File: src/rtl/alu_seq_pkg.sv
// Shared types for the registered NanoMIPS ALU: opcode and state enums plus
// a helper that tells the sequencer which opcodes take more than one cycle.
package alu_seq_pkg;

   typedef enum logic [4:0] {
      OP_PASS0   = 5'h00,
      OP_PASS1   = 5'h01,
      OP_SHL1_0  = 5'h02,
      OP_SHL1_1  = 5'h03,
      OP_SHR1_0  = 5'h04,
      OP_SHR1_1  = 5'h05,
      OP_AND0    = 5'h06,
      OP_AND1    = 5'h07,
      OP_OR0     = 5'h08,
      OP_OR1     = 5'h09,
      OP_XOR     = 5'h0A,
      OP_ORRED   = 5'h0B,
      OP_XORRED  = 5'h0C,
      OP_SUB     = 5'h0D,
      OP_ADD0    = 5'h0E,
      OP_ADD1    = 5'h0F,
      OP_MUL     = 5'h10,
      OP_SHL     = 5'h11,
      OP_SHR     = 5'h12,
      OP_ROL     = 5'h13
   } alu_op_t;

   typedef enum logic [1:0] {
      IDLE = 2'd0,
      BUSY = 2'd1,
      DONE = 2'd2
   } alu_state_t;

   // Only the multiply is sequenced; everything else completes on the accept edge.
   function automatic logic is_multicycle(alu_op_t op);
      return op == OP_MUL;
   endfunction

endpackage

File: src/rtl/alu_seq_if.sv
// Request/response bundle between register-read (master) and the ALU (slave).
interface alu_seq_if #(
   parameter int WIDTH = 8
);
   logic             in_valid;
   logic             in_ready;
   logic [4:0]       alu_opcode;
   logic [WIDTH-1:0] input0;
   logic [WIDTH-1:0] input1;
   logic             out_valid;
   logic             out_ready;
   logic [WIDTH-1:0] result;
   logic             zero;
   logic             carry;
   logic             err;

   modport master (
      output in_valid, alu_opcode, input0, input1, out_ready,
      input  in_ready, out_valid, result, zero, carry, err
   );

   modport slave (
      input  in_valid, alu_opcode, input0, input1, out_ready,
      output in_ready, out_valid, result, zero, carry, err
   );
endinterface

File: src/rtl/alu_seq_mul_iter.sv
// Iterative LSB-first shift-add multiplier. One partial product per step;
// 'product' is the accumulator value the current step would write, so the
// caller can capture the final product on the same edge that 'done' is high.
module alu_mul_iter #(
   parameter int WIDTH = 8
) (
   input  logic               clk,
   input  logic               rst_n,
   input  logic               clear,
   input  logic               start,
   input  logic               step,
   input  logic [WIDTH-1:0]   a,
   input  logic [WIDTH-1:0]   b,
   output logic               done,
   output logic [2*WIDTH-1:0] product
);
   localparam int CW = $clog2(WIDTH);

   logic [CW-1:0]      count;
   logic [2*WIDTH-1:0] acc;
   logic [2*WIDTH-1:0] mcand;
   logic [WIDTH-1:0]   mplier;

   assign product = mplier[0] ? acc + mcand : acc;
   assign done    = step && (count == CW'(WIDTH - 1));

   // Load operands on start, then add-and-shift once per step.
   always_ff @(posedge clk) begin
      // NOTE: the datapath registers are reset too; this block is tiny and a
      // known post-reset value keeps the held result deterministic.
      if (!rst_n) begin
         count  <= '0;
         acc    <= '0;
         mcand  <= '0;
         mplier <= '0;
      end else if (clear) begin
         count <= '0;
      end else if (start) begin
         // NOTE: non-blocking assignments so every register sees the pre-edge
         // values of the others, as real flops do.
         count  <= '0;
         acc    <= '0;
         mcand  <= {{WIDTH{1'b0}}, a};
         mplier <= b;
      end else if (step) begin
         count  <= count + 1'b1;
         acc    <= product;
         mcand  <= mcand << 1;
         mplier <= mplier >> 1;
      end
   end
endmodule

File: src/rtl/alu_seq.sv
// Registered ALU with valid/ready handshakes. Single-cycle ops register their
// result on the accept edge; MUL runs WIDTH steps on the iterative multiplier.
// WIDTH must be a power of two and at least 4.
module alu_seq
   import alu_seq_pkg::*;
#(
   parameter int WIDTH = 8
) (
   input  logic       clk,
   input  logic       rst_n,
   input  logic       flush,
   alu_seq_if.slave   bus
);
   localparam int SHW = $clog2(WIDTH);

   alu_state_t         state;
   alu_op_t            op_in;
   logic               accept;
   logic               mul_start;
   logic               mul_step;
   logic               mul_done;
   logic [2*WIDTH-1:0] mul_product;

   logic [WIDTH-1:0]   a;
   logic [WIDTH-1:0]   b;
   logic [SHW-1:0]     shamt;
   logic [WIDTH:0]     sum_ext;
   logic [2*WIDTH-1:0] rol_ext;

   logic [WIDTH-1:0]   sc_result;
   logic               sc_carry;
   logic               sc_err;

   logic [WIDTH-1:0]   result_q;
   logic               out_valid_q;
   logic               zero_q;
   logic               carry_q;
   logic               err_q;

   assign op_in   = alu_op_t'(bus.alu_opcode);
   assign a       = bus.input0;
   assign b       = bus.input1;
   assign shamt   = b[SHW-1:0];
   assign sum_ext = {1'b0, a} + {1'b0, b};
   assign rol_ext = {a, a} << shamt;

   // A finished result can be replaced on the same edge it is consumed.
   assign bus.in_ready = !flush && (state == IDLE || (state == DONE && bus.out_ready));
   assign accept       = bus.in_valid && bus.in_ready;
   assign mul_start    = accept && is_multicycle(op_in);
   assign mul_step     = (state == BUSY) && !flush;

   assign bus.out_valid = out_valid_q;
   assign bus.result    = result_q;
   assign bus.zero      = zero_q;
   assign bus.carry     = carry_q;
   assign bus.err       = err_q;

   alu_mul_iter #(.WIDTH(WIDTH)) u_mul (
      .clk     (clk),
      .rst_n   (rst_n),
      .clear   (flush),
      .start   (mul_start),
      .step    (mul_step),
      .a       (a),
      .b       (b),
      .done    (mul_done),
      .product (mul_product)
   );

   // Single-cycle result and flags from the live operands.
   always_comb begin
      // NOTE: defaults first so no path through the case leaves a variable
      // unassigned, which would infer a latch.
      sc_result = '0;
      sc_carry  = 1'b0;
      sc_err    = 1'b0;
      case (op_in)
         OP_PASS0:          sc_result = a;
         OP_PASS1:          sc_result = b;
         OP_SHL1_0: begin
            sc_result = a << 1;
            sc_carry  = a[WIDTH-1];
         end
         OP_SHL1_1: begin
            sc_result = b << 1;
            sc_carry  = b[WIDTH-1];
         end
         OP_SHR1_0: begin
            sc_result = a >> 1;
            sc_carry  = a[0];
         end
         OP_SHR1_1: begin
            sc_result = b >> 1;
            sc_carry  = b[0];
         end
         OP_AND0, OP_AND1:  sc_result = a & b;
         OP_OR0, OP_OR1:    sc_result = a | b;
         OP_XOR:            sc_result = a ^ b;
         OP_ORRED:          sc_result = {{(WIDTH-1){1'b0}}, |a};
         OP_XORRED:         sc_result = {{(WIDTH-1){1'b0}}, ^a};
         OP_SUB: begin
            sc_result = b - a;
            sc_carry  = b < a;
         end
         OP_ADD0, OP_ADD1: begin
            sc_result = sum_ext[WIDTH-1:0];
            sc_carry  = sum_ext[WIDTH];
         end
         OP_MUL:            sc_result = '0;
         OP_SHL:            sc_result = a << shamt;
         OP_SHR:            sc_result = a >> shamt;
         OP_ROL:            sc_result = rol_ext[2*WIDTH-1:WIDTH];
         default:           sc_err    = 1'b1;
      endcase
   end

   // Sequencer: accept, multiply wait, result hold; flush drops to IDLE but
   // leaves the last result and flags visible.
   always_ff @(posedge clk) begin
      if (!rst_n) begin
         state       <= IDLE;
         out_valid_q <= 1'b0;
         result_q    <= '0;
         zero_q      <= 1'b0;
         carry_q     <= 1'b0;
         err_q       <= 1'b0;
      end else if (flush) begin
         state       <= IDLE;
         out_valid_q <= 1'b0;
      end else if (accept) begin
         if (is_multicycle(op_in)) begin
            state       <= BUSY;
            out_valid_q <= 1'b0;
         end else begin
            state       <= DONE;
            out_valid_q <= 1'b1;
            result_q    <= sc_result;
            zero_q      <= (sc_result == '0);
            carry_q     <= sc_carry;
            err_q       <= sc_err;
         end
      end else begin
         case (state)
            BUSY: begin
               if (mul_done) begin
                  state       <= DONE;
                  out_valid_q <= 1'b1;
                  result_q    <= mul_product[WIDTH-1:0];
                  zero_q      <= (mul_product[WIDTH-1:0] == '0);
                  carry_q     <= |mul_product[2*WIDTH-1:WIDTH];
                  err_q       <= 1'b0;
               end
            end
            DONE: begin
               if (bus.out_ready) begin
                  state       <= IDLE;
                  out_valid_q <= 1'b0;
               end
            end
            default: ;
         endcase
      end
   end
endmodule

File: src/flat_wrapper.sv
// flat-port wrapper written by rule: the top's interface ports become plain ports
module alu_seq_flat import alu_seq_pkg::*;
#(
   parameter int WIDTH = 8
)
  (clk, rst_n, flush, bus_in_valid, bus_alu_opcode, bus_input0, bus_input1, bus_out_ready, bus_in_ready, bus_out_valid, bus_result, bus_zero, bus_carry, bus_err);
  alu_seq_if #(.WIDTH(WIDTH)) bus_i ();
  input  logic clk;
  input  logic rst_n;
  input  logic flush;
  input wire logic [$bits(bus_i.in_valid)-1:0] bus_in_valid;
  input wire logic [$bits(bus_i.alu_opcode)-1:0] bus_alu_opcode;
  input wire logic [$bits(bus_i.input0)-1:0] bus_input0;
  input wire logic [$bits(bus_i.input1)-1:0] bus_input1;
  input wire logic [$bits(bus_i.out_ready)-1:0] bus_out_ready;
  output wire logic [$bits(bus_i.in_ready)-1:0] bus_in_ready;
  output wire logic [$bits(bus_i.out_valid)-1:0] bus_out_valid;
  output wire logic [$bits(bus_i.result)-1:0] bus_result;
  output wire logic [$bits(bus_i.zero)-1:0] bus_zero;
  output wire logic [$bits(bus_i.carry)-1:0] bus_carry;
  output wire logic [$bits(bus_i.err)-1:0] bus_err;
  assign bus_i.in_valid = bus_in_valid;
  assign bus_i.alu_opcode = bus_alu_opcode;
  assign bus_i.input0 = bus_input0;
  assign bus_i.input1 = bus_input1;
  assign bus_i.out_ready = bus_out_ready;
  assign bus_in_ready = bus_i.in_ready;
  assign bus_out_valid = bus_i.out_valid;
  assign bus_result = bus_i.result;
  assign bus_zero = bus_i.zero;
  assign bus_carry = bus_i.carry;
  assign bus_err = bus_i.err;
  alu_seq #(.WIDTH(WIDTH)) u_core (.clk(clk), .rst_n(rst_n), .flush(flush), .bus(bus_i));
endmodule
File: config.mk
export PLATFORM = sky130hd
export DESIGN_NAME = alu_seq_flat
export DESIGN_NICKNAME = d
export VERILOG_FILES = /design/src/rtl/alu_seq_pkg.sv /design/src/rtl/alu_seq_if.sv /design/src/rtl/alu_seq_mul_iter.sv /design/src/rtl/alu_seq.sv /design/src/flat_wrapper.sv
export SDC_FILE = /design/constraint.sdc
export NUM_CORES = 1
export LEC_CHECK = 0
export BUFFER_PORTS_ARGS = -buffer_cell sky130_fd_sc_hd__buf_2
export CAP_MARGIN = 15
export CORE_ASPECT_RATIO = 1.1
export CORE_MARGIN = 5
export CORE_UTILIZATION = 41
export DETAILED_ROUTE_END_ITERATION = 6
export SLEW_MARGIN = 20
export SYNTH_ARGS = -nofsm -noshare
export SYNTH_HDL_FRONTEND = slang
export SYNTH_HIERARCHICAL = 1
export SYNTH_SLANG_ARGS = --single-unit
File: constraint.sdc
create_clock -name clk -period 3.8 [get_ports clk]
set_clock_uncertainty 0.2 [all_clocks]
set_input_delay 0.38 -clock clk [delete_from_list [all_inputs] [get_ports clk]]
set_output_delay 0.38 -clock clk [all_outputs]
set_load 0.01 [all_outputs]
After elaboration in Yosys (flattened, before gate mapping)
Index checks and enable logic that the tools add are counted.
{"block": "totals", "regBits": 57, "latchBits": 0, "ramBits": 0, "mem_bits_ro": 0, "in_bits": 26, "output_inout_bits": 13, "word_cells": 112, "n_memories": 0}
{"block": "classes", "add_sub_neg": 4, "n_mul": 0, "div": 0, "n_lt_le_gt_ge": 1, "eq_ne": 25, "shifts": 3, "n_mux": 36, "bitwise": 5, "reduce_logical": 28}
{"cell": "case mux 8 bit (16 select lines)", "n": 1}
{"cell": "2-to-1 mux 16 bit", "n": 5}
{"cell": "2-to-1 mux 8 bit", "n": 6}
{"cell": "== test 5 x 4 -> 1 bit, second input constant", "n": 8}
{"cell": "== test 5 x 3 -> 1 bit, second input constant", "n": 4}
{"cell": "== test 5 bit, second input constant", "n": 4}
{"cell": "OR reduction 19 bit", "n": 1}
{"cell": "2-to-1 mux 1 bit", "n": 17}
{"cell": "adder 16 bit", "n": 1}
{"cell": "logical NOT 8 bit", "n": 2}
{"cell": "OR reduction 8 bit", "n": 2}
{"cell": "<< shifter 16 x 3 -> 16 bit", "n": 1}
{"cell": "== test 5 x 2 -> 1 bit, second input constant", "n": 2}
{"cell": "adder 8 x 8 -> 9 bit", "n": 1}
{"cell": "AND 8 bit", "n": 1}
{"cell": "< comparator 8 bit", "n": 1}
{"cell": "2-to-1 mux 2 bit", "n": 4}
{"cell": "bitwise OR 8 bit", "n": 1}
{"cell": "OR reduction 2 bit", "n": 4}
{"cell": "parity 8 bit", "n": 1}
{"cell": "<< shifter 8 x 3 -> 8 bit", "n": 1}
{"cell": "right shift 8 x 3 -> 8 bit", "n": 1}
{"cell": "subtractor 8 bit", "n": 1}
{"cell": "XOR 8 bit", "n": 1}
{"cell": "other kinds (23)", "n": 31}

Depth between registers and ports, before layout
Gate-level depths: netlist (run 1).
{"block": "depth", "ltp_word": 8, "depth_mapped": 13, "ltp_nobuf": 12}

Hierarchy
Netlist (run 1), hierarchy kept.
{"module": "alu_seq", "n_inst": 1, "cells_per_inst": 416, "area_each_um2": 3125.5, "seq_area_each_um2": 260.2}
{"module": "alu_mul_iter", "n_inst": 1, "cells_per_inst": 288, "area_each_um2": 2653.8, "seq_area_each_um2": 860.8}

Least setup slack after synthesis (run 1)
No wires, ideal clock.
{"block": "synth_timing", "kind": "input -> register", "start": "input bus_input1[2]", "end": "register u_core.zero_q (netlist: u_core/bus.zero)", "setup_ps": 73, "t_arrival_ps": 2737, "t_required_ps": 3527, "slack_ps": 790, "stages": 13, "n_path_buf": 3, "path_cell_list": "buf_2 -> inv_1 -> buf_2 -> ha_1 -> buf_2 -> a21o_1 -> a21oi_1 -> a2bb2oi_1 -> mux2i_1 -> or4_1 -> nor4_1 -> nand4b_1 -> o22ai_2"}
{"block": "synth_between", "elab_chain_cells": 5, "word_cells_on_any_way": 12, "classes_between": "2 x add/sub; 3 x shift; 3 x mux; 3 x bitwise; 1 x reduce/logical"}
{"item": "start, declared", "line_no": "flat_wrapper.sv:14", "rtl": "input wire logic [$bits(bus_i.input1)-1:0] bus_input1;"}
{"item": "adder 8 x 8 -> 9 bit, or another cell as far along", "line_no": "alu_seq.sv:44", "rtl": "assign sum_ext = {1'b0, a} + {1'b0, b};"}
{"item": "case mux 8 bit (16 select lines) *", "line_no": "alu_seq.sv:78", "rtl": "case (op_in)"}
{"item": "logical NOT 8 bit *", "line_no": "alu_seq.sv:139", "rtl": "zero_q <= (sc_result == '0);"}
{"item": "2-to-1 mux 1 bit *", "line_no": "alu_seq.sv:132", "rtl": "if (is_multicycle(op_in)) begin"}
{"item": "2-to-1 mux 1 bit *", "line_no": "alu_seq.sv:131", "rtl": "end else if (accept) begin"}
{"item": "end signal, assigned", "line_no": "alu_seq.sv:139"}
{"item": "end signal, assigned", "line_no": "alu_seq.sv:150", "rtl": "zero_q <= (mul_product[WIDTH-1:0] == '0);"}
{"item": "end, declared", "line_no": "alu_seq.sv:36", "rtl": "logic zero_q;"}
Every way passes the cells marked *; elsewhere a longest branch is shown, timed or not. The select of a mux whose other input is x is not followed.
A chain may end at the register's enable or synchronous reset.

Worst setup path in the final report (run 1)
{"block": "layout_timing", "start": "register u_core.u_mul.acc[0]", "end": "register u_core.carry_q (netlist: u_core/bus.carry)"}
{"block": "layout_between", "elab_chain_cells": 6}
{"item": "start, declared", "line_no": "alu_seq_mul_iter.sv:20", "rtl": "logic [2*WIDTH-1:0] acc;"}
{"item": "start signal, assigned", "line_no": "alu_seq_mul_iter.sv:47", "rtl": "acc <= product;"}
{"item": "adder 16 bit", "line_no": "alu_seq_mul_iter.sv:24", "rtl": "assign product = mplier[0] ? acc + mcand : acc;"}
{"item": "2-to-1 mux 16 bit", "line_no": "alu_seq_mul_iter.sv:24"}
{"item": "net u_core.mul_product[8]", "line_no": "alu_seq.sv:22", "rtl": "logic [2*WIDTH-1:0] mul_product;"}
{"item": "OR reduction 8 bit", "line_no": "alu_seq.sv:151", "rtl": "carry_q <= |mul_product[2*WIDTH-1:WIDTH];"}
{"item": "2-to-1 mux 1 bit", "line_no": "alu_seq.sv:146", "rtl": "if (mul_done) begin"}
{"item": "2-to-1 mux 1 bit", "line_no": "alu_seq.sv:144", "rtl": "case (state)"}
{"item": "2-to-1 mux 1 bit", "line_no": "alu_seq.sv:131"}
{"item": "end signal, assigned", "line_no": "alu_seq.sv:140", "rtl": "carry_q <= sc_carry;"}
{"item": "end signal, assigned", "line_no": "alu_seq.sv:151"}
{"item": "end, declared", "line_no": "alu_seq.sv:37", "rtl": "logic carry_q;"}
The timed path passes the listed nets, and every way through them passes these cells. The select of a mux whose other input is x is not followed.

==> results of run 1 <==
==> cell usage after synthesis (7+ instances only) <==
library cell	count	area, um2
a211oi_1	11	82.6
a21o_1	13	97.6
a21oi_1	42	210
a22o_1	7	61.3
a22oi_1	23	173
and3_1	7	43.8
buf_2	16	80.1
clkbuf_1	24	90.1
dfxtp_1	56	1120
ha_1	45	563
inv_1	24	90.1
mux2_2	16	180
mux2i_1	34	340
nand2_1	56	210
nand2b_1	8	50.1
nand3_1	18	90.1
nand4_1	11	68.8
nor2_1	44	165
nor2b_1	23	144
nor3_1	21	105
o211a_1	14	140
o21ai_0	21	105
xnor2_1	10	87.6
==> where the power goes <==
group | internal, mW | switching (mW) | total [mW] | leakage (nW)
registers | 0.590 | 0.00319 | 0.593 | 0.451
clock network | 0.263 | 0.220 | 0.482 | 0.0691
logic | 0.141 | 0.245 | 0.386 | 2.15
total | 0.994 | 0.468 | 1.46 | 2.68
==> metrics by stage <==
step | power (mW) | utilization | instances
final | 1.46 | 0.451 | 905
after global routing | 1.52 | 0.451 | 905
after CTS | 1.47 | 0.451 | 905
after detailed placement | 0.979 | 0.440 | 897
after global placement | 0.977 | 0.440 | 897
after floorplan | 0.862 | - | 704
==> final cells by class <==
class,instances,share of cell area
Multi-Input combinational cell,571,0.690
Sequential cell,56,0.180
Timing Repair Buffer,56,0.0522
Tap cell,188,0.0378
Clock buffer,6,0.0223
Inverter,26,0.0157
Clock inverter,2,0.00241
==> logic make-up (layout without fill, tap and decap cells) <==
kind of cell    after synthesis  in the layout
compound gates              218            218
buf+inv                      77             90
simple gates                234            234
fa+ha+maj                    48             48
mux                          56             56
flops                        56             56
xor+xnor                     15             15
==> routing by layer <==
metal / GRT usage / part of all wire
met1: 0.293 / 0.42
met2: 0.399 / 0.49
met3: 0.0289 / 0.054
met4: 0.0849 / 0.034
met5: 0 / 0
==> worst max-delay path, delay by kind of cell (launching register included) <==
family | cells | cell delay [ns]
AOI/OAI and AO/OA | 6 | 0.99
muxes | 1 | 0.27
and+or+nand+nor | 2 | 0.45
DFF | 1 | 0.33
xor gates and xnor gates | 1 | 0.11
adders and majority gates | 2 | 0.69
==> flip-flops by register name, indices dropped and copies added, names as in the netlist <==
name                 cells
u_core/u_mul/count       3
u_core/bus.carry         1
u_core/bus.zero          1
u_core/bus.result        8
u_core/u_mul/mplier      8
u_core/bus.err           1
u_core/u_mul/mcand      16
u_core/state             2
u_core/u_mul/acc        16
==> path summary, 6_finish.rpt <==
kind	startpoint	to	slack (ns)	depth (start not counted)
max	u_core/u_mul/acc[0]	u_core/bus.carry	0.66	12
min	bus_in_valid	u_core/state[1]	0.24	3
max reg2reg	u_core/u_mul/acc[0]	u_core/bus.carry	0.66	12
min reg2reg	u_core/bus.err	u_core/bus.err	0.26	2
==> flow_summary.toml, run 1 <==
[worst_setup_path]
cp_max_fo = 3
cpMaxStageDelayCell = "fa_1"
crit_chain = "ha_1 -> fa_1 -> a211oi_2 -> o21ai_1 -> a21o_1 -> a21oi_1 -> xnor2_1 -> mux2_2 -> nor4_1 -> a21oi_1 -> nand3_1 -> o21ai_0"
crit_arrival_ns = 3.13
critPathKind = "reg -> reg"
cp.required_ns = 3.78
startpoint_type = "flop"
crit_top_cell = "a21oi_1"
endpoint_kind = "flop"
cp_slowest_stage_delay_ns = 0.44

[global_route]
grt_max_degree = 44
grt_pass1_vias = 5512
grt_pass1_wl_um = 30300
grt_usage = 0.231
grt-ovfl-total = 0
antenna_found_initial = 0

[yosys]
ys_seq_elements = 56
ys_types = 92
synth_area_per_cell_um2 = 8.21
synthArstFlopShare = 0
seq_area_frac_synth = 0.194
synthMuxAreaShare = 0.113
yosysWarnings = 6
synth_compound_area_frac = 0.280
synth_fa_ha_area_frac = 0.108
synth_edf_count = 0
syn-num-nets = 778
syn_inst = 704
synthSimpleGateAreaFrac = 0.219
synth_xor_area_frac = 0.0227
synth_top_family_by_area = "compound AO/OA/AOI/OAI gates"
synth_ff_type = "dfxtp_1"
synth_area_um2 = 5780

[cts]
cts-root-buf = "clkbuf_16"
numClockSinks = 56
clkTransAtPathRegs_ns = 0.07
cts_tree = "built"
cts_setup_buffers = 0
clock_path_buffers = 2
cts_buffers = 5
postCtsResizedCells = 0
clock_latency_ns = 0.30
ctsHoldBuffers = 0
cts_htree_levels = 2

[cells_and_area]
fin_area_um2 = 6230
antenna_cells = 0
areaGrowthSynthToFinish_pct = 7.75
final_layout_size_suffix_gt1_frac = 0.158
fillers = 1389
regArea_um2 = 1120
nets = 790
final_cell_mix = "56 x nand2_1, 56 x dfxtp_1, 45 x ha_1"
multi_input_area_um2 = 4290

[outcome]
status = "completed"

[detailed_routing]
drtIter0Drc = 516
wire_per_inst_um = 21.4
drcViolationCount = 0
num_vias = 5787
final_antenna_net_count = 0
drt_wl_total_um = 19400
dr.pass1.iters = 5
via_per_inst = 6.39

[timing]
hold_viol = 0
max_freq_mhz = 318
setup_violations = 0
slew_headroom = 0.423
setup_ws_ns = 0.655
worst_pin_slew_ns = 0.864
finalMaxSlewViolations = 0
period_minus_slack_ns = 3.14
rsz0062_at_grt = "no"
final.setup.tns_ns = 0
min_period_over_period = 0.828
hold_slack_ns = 0.236

[job]
drv_cap = 0

[floorplan]
fp-row-count = 45
dieArea_um2 = 16600
die_w_um = 123
dieHeight_um = 135
boundaryPins = 39
initial_core_util = 0.419
coreArea_um2 = 13800

[min_path]
hp-class = "in -> reg"

[placed_design]
io_buffer_count = 38
dp_slack_ns = 0.468
dpl-instance-area_um2 = 6070
place_congestion = 0.958
dpl.hpwl_um = 14400

[pwr]
pwr_density_cell_nw_per_um2 = 235
ir_drop_mv = 0.158
p_leak_nw = 2.68
Note: power is estimated with default switching activity, not from simulation.
==> run 2, diff against run 1 <==
Settings changed: ABC_AREA set to 1.
Clock period 3.8 ns to 2.85 ns, I/O delays scaled along.
==> run 2 against run 1 <==
Net effect: routed wire length increased by 6.3%; sequential power increased by 34%; sequential cell count unchanged; sequential share of layout area decreased by 1.0 points; core utilization increased by 0.70 points; synthesized cell count increased by 48%.
==> flow_summary.toml, run 2 <==
[yosys]
synth_ff_type = "dfxtp_1"
syn_inst = 1045
synth.top_cell.area_share = 0.233
netlist_top_cells_count = "371 x nand2_1, 115 x nand3_1, 103 x inv_1, 78 x nor2_1, 70 x a21oi_1"
seq_area_frac_synth = 0.187
yosysWarnings = 6
synthArstFlopShare = 0
synth_largest_area_cell = "nand2_1"
synthTopCellsByArea = "nand2_1 23%, dfxtp_1 19%, nand3_1 9.6%"
ys_seq_elements = 56
synth_area_per_cell_um2 = 5.73
synth.most_common_cell = "nand2_1"
ys_types = 44
syn-num-nets = 1119
synth_area_um2 = 5990
synth_edf_count = 0

[pwr]
ir_drop_mv = 0.211
share_comb_of_total_power = 0.266
p_seq_frac = 0.406
p_switching_mw = 0.671
clockPowerShare = 0.327
p_sw_frac = 0.343
pwr_density_cell_nw_per_um2 = 297
p_leak_nw = 3.27
p_int_mw = 1.29

[cells_and_area]
final_layout_size_suffix_gt1_frac = 0.114
largestRegisters = "u_core/u_mul/acc x16, u_core/u_mul/mcand x16"
final_cell_mix = "371 x nand2_1, 115 x nand3_1, 103 x inv_1"
fillers = 1618
layout_commonest_cell = "nand2_1"
regArea_um2 = 1120
nets = 1156
antenna_cells = 0
areaGrowthSynthToFinish_pct = 10.2
multi_input_area_um2 = 4250

[timing]
rsz0062_at_grt = "no"
setup_ws_ns = 0.311
hold_viol = 0
worst_pin_slew_ns = 0.537
max_freq_mhz = 394
setup_violations = 0
period_minus_slack_ns = 2.54
min_period_over_period = 0.891
slew_headroom = 0.641
finalMaxSlewViolations = 0
final.setup.tns_ns = 0

[floorplan]
fp-row-count = 46
coreArea_um2 = 14400
dieArea_um2 = 17100
dieHeight_um = 137
die_w_um = 125
boundaryPins = 39
initial_core_util = 0.416

[placed_design]
place_congestion = 0.974
dpl.hpwl_um = 16300
io_buffer_count = 38
dp_slack_ns = 0.208

[global_route]
grt_pass1_wl_um = 33100
grt-ovfl-total = 0
grt_max_degree = 29
grt_usage = 0.238
antenna_found_initial = 0
grt_pass1_vias = 6505

[detailed_routing]
drcViolationCount = 0
drt_wl_total_um = 20600
via_per_inst = 5.34
dr.pass1.iters = 6
wire_per_inst_um = 16.2
drtIter0Drc = 630
num_vias = 6808
final_antenna_net_count = 0

[cts]
cts_tree = "built"
clock_latency_ns = 0.31
clock_path_buffers = 2
cts_htree_levels = 2
cts_buffers = 5
cts_setup_buffers = 0
clkTransAtPathRegs_ns = 0.08
postCtsResizedCells = 0
cts-root-buf = "clkbuf_16"
numClockSinks = 56
ctsHoldBuffers = 0

[worst_setup_path]
crit_chain = "ha_1 -> fa_2 -> nand3_1 -> nand2_1 -> nand2_1 -> nand2_1 -> nand2_1 -> nand2_1 -> nand2_1 -> nand3_1 -> and2_1 -> nor4_2 -> a21oi_1 -> nor2_1 -> a21oi_1"
cp_slowest_stage_delay_ns = 0.36
cp.required_ns = 2.84
startpoint_type = "flop"
endpoint_kind = "flop"
r2r_slack_ns = 0.31
crit_top_cell = "nand2_1"
critPathKind = "reg -> reg"
cp_max_fo = 3
cpMaxStageDelayCell = "fa_2"
crit_arrival_ns = 2.53

[outcome]
status = "completed"

[job]
drv_cap = 0

[min_path]
hp-class = "in -> reg"
## run 2: path summary, 6_finish.rpt
path | startpoint | cells past startpoint | endpoint
worst max-delay path | u_core/u_mul/acc[0] | 15 | u_core/bus.carry
worst min-delay path | bus_input1[6] | 3 | u_core/u_mul/mplier[6]
worst max register to register | u_core/u_mul/acc[0] | 15 | u_core/bus.carry
worst min register to register | u_core/u_mul/count[1] | 2 | u_core/u_mul/count[1]
## run 2: final cells by class
class / instances / share of cell area
multi-input cells: 838 / 0.645
flip-flops and latches: 56 / 0.170
inverters: 116 / 0.0664
repair buffers: 65 / 0.0596
well taps: 192 / 0.0364
clock buffers: 5 / 0.0190
clock inverters: 3 / 0.00398
## run 2: cells by family (layout without fill, tap and decap cells)
| logic type | Yosys count | in the layout | share of synthesized area |
|---|---|---|---|
| XOR/XNOR | 9 | 9 | 0.0132 |
| AND/OR/NAND/NOR | 632 | 632 | 0.454 |
| flip-flops | 56 | 56 | 0.187 |
| buffers and inverters | 151 | 189 | 0.104 |
| AO/OA/AOI/OAI | 149 | 149 | 0.138 |
| adder cells (fa/ha/maj) | 48 | 48 | 0.104 |
## run 2: metrics by stage
stage               power [mW]  utilization  hold slack, ns  cell area, um2  std cells
CTS                       1.97        0.458           0.119            6590       1275
finish                    1.96        0.458           0.123            6600       1275
global route              2.06        0.458           0.143            6600       1275
detailed placement        1.33        0.447           0.267            6440       1267
global placement          1.33        0.447           0.258            6440       1267
floorplan                 1.14            -           0.223            5990       1045
## run 2: routing by layer
layer,GRT usage,routed length [um]
met1,0.294,8910
met2,0.413,9700
met3,0.0238,1050
met4,0.125,951
met5,0,0
## run 2: critical path, delay by kind of cell (launching register included)
kind	cells	cell delay, ns
AOI/OAI and AO/OA	2	0.17
adders and majority gates	2	0.59
DFF	1	0.33
and+or+nand+nor	11	1.16
## run 2: power by group through the flow
stage	clock [mW]	sequential, mW	combinational [mW]
floorplan	0	0.818	0.327
global placement	0	0.815	0.512
detailed placement	0	0.815	0.511
CTS	0.657	0.796	0.513
global route	0.686	0.798	0.578
finish	0.642	0.796	0.522
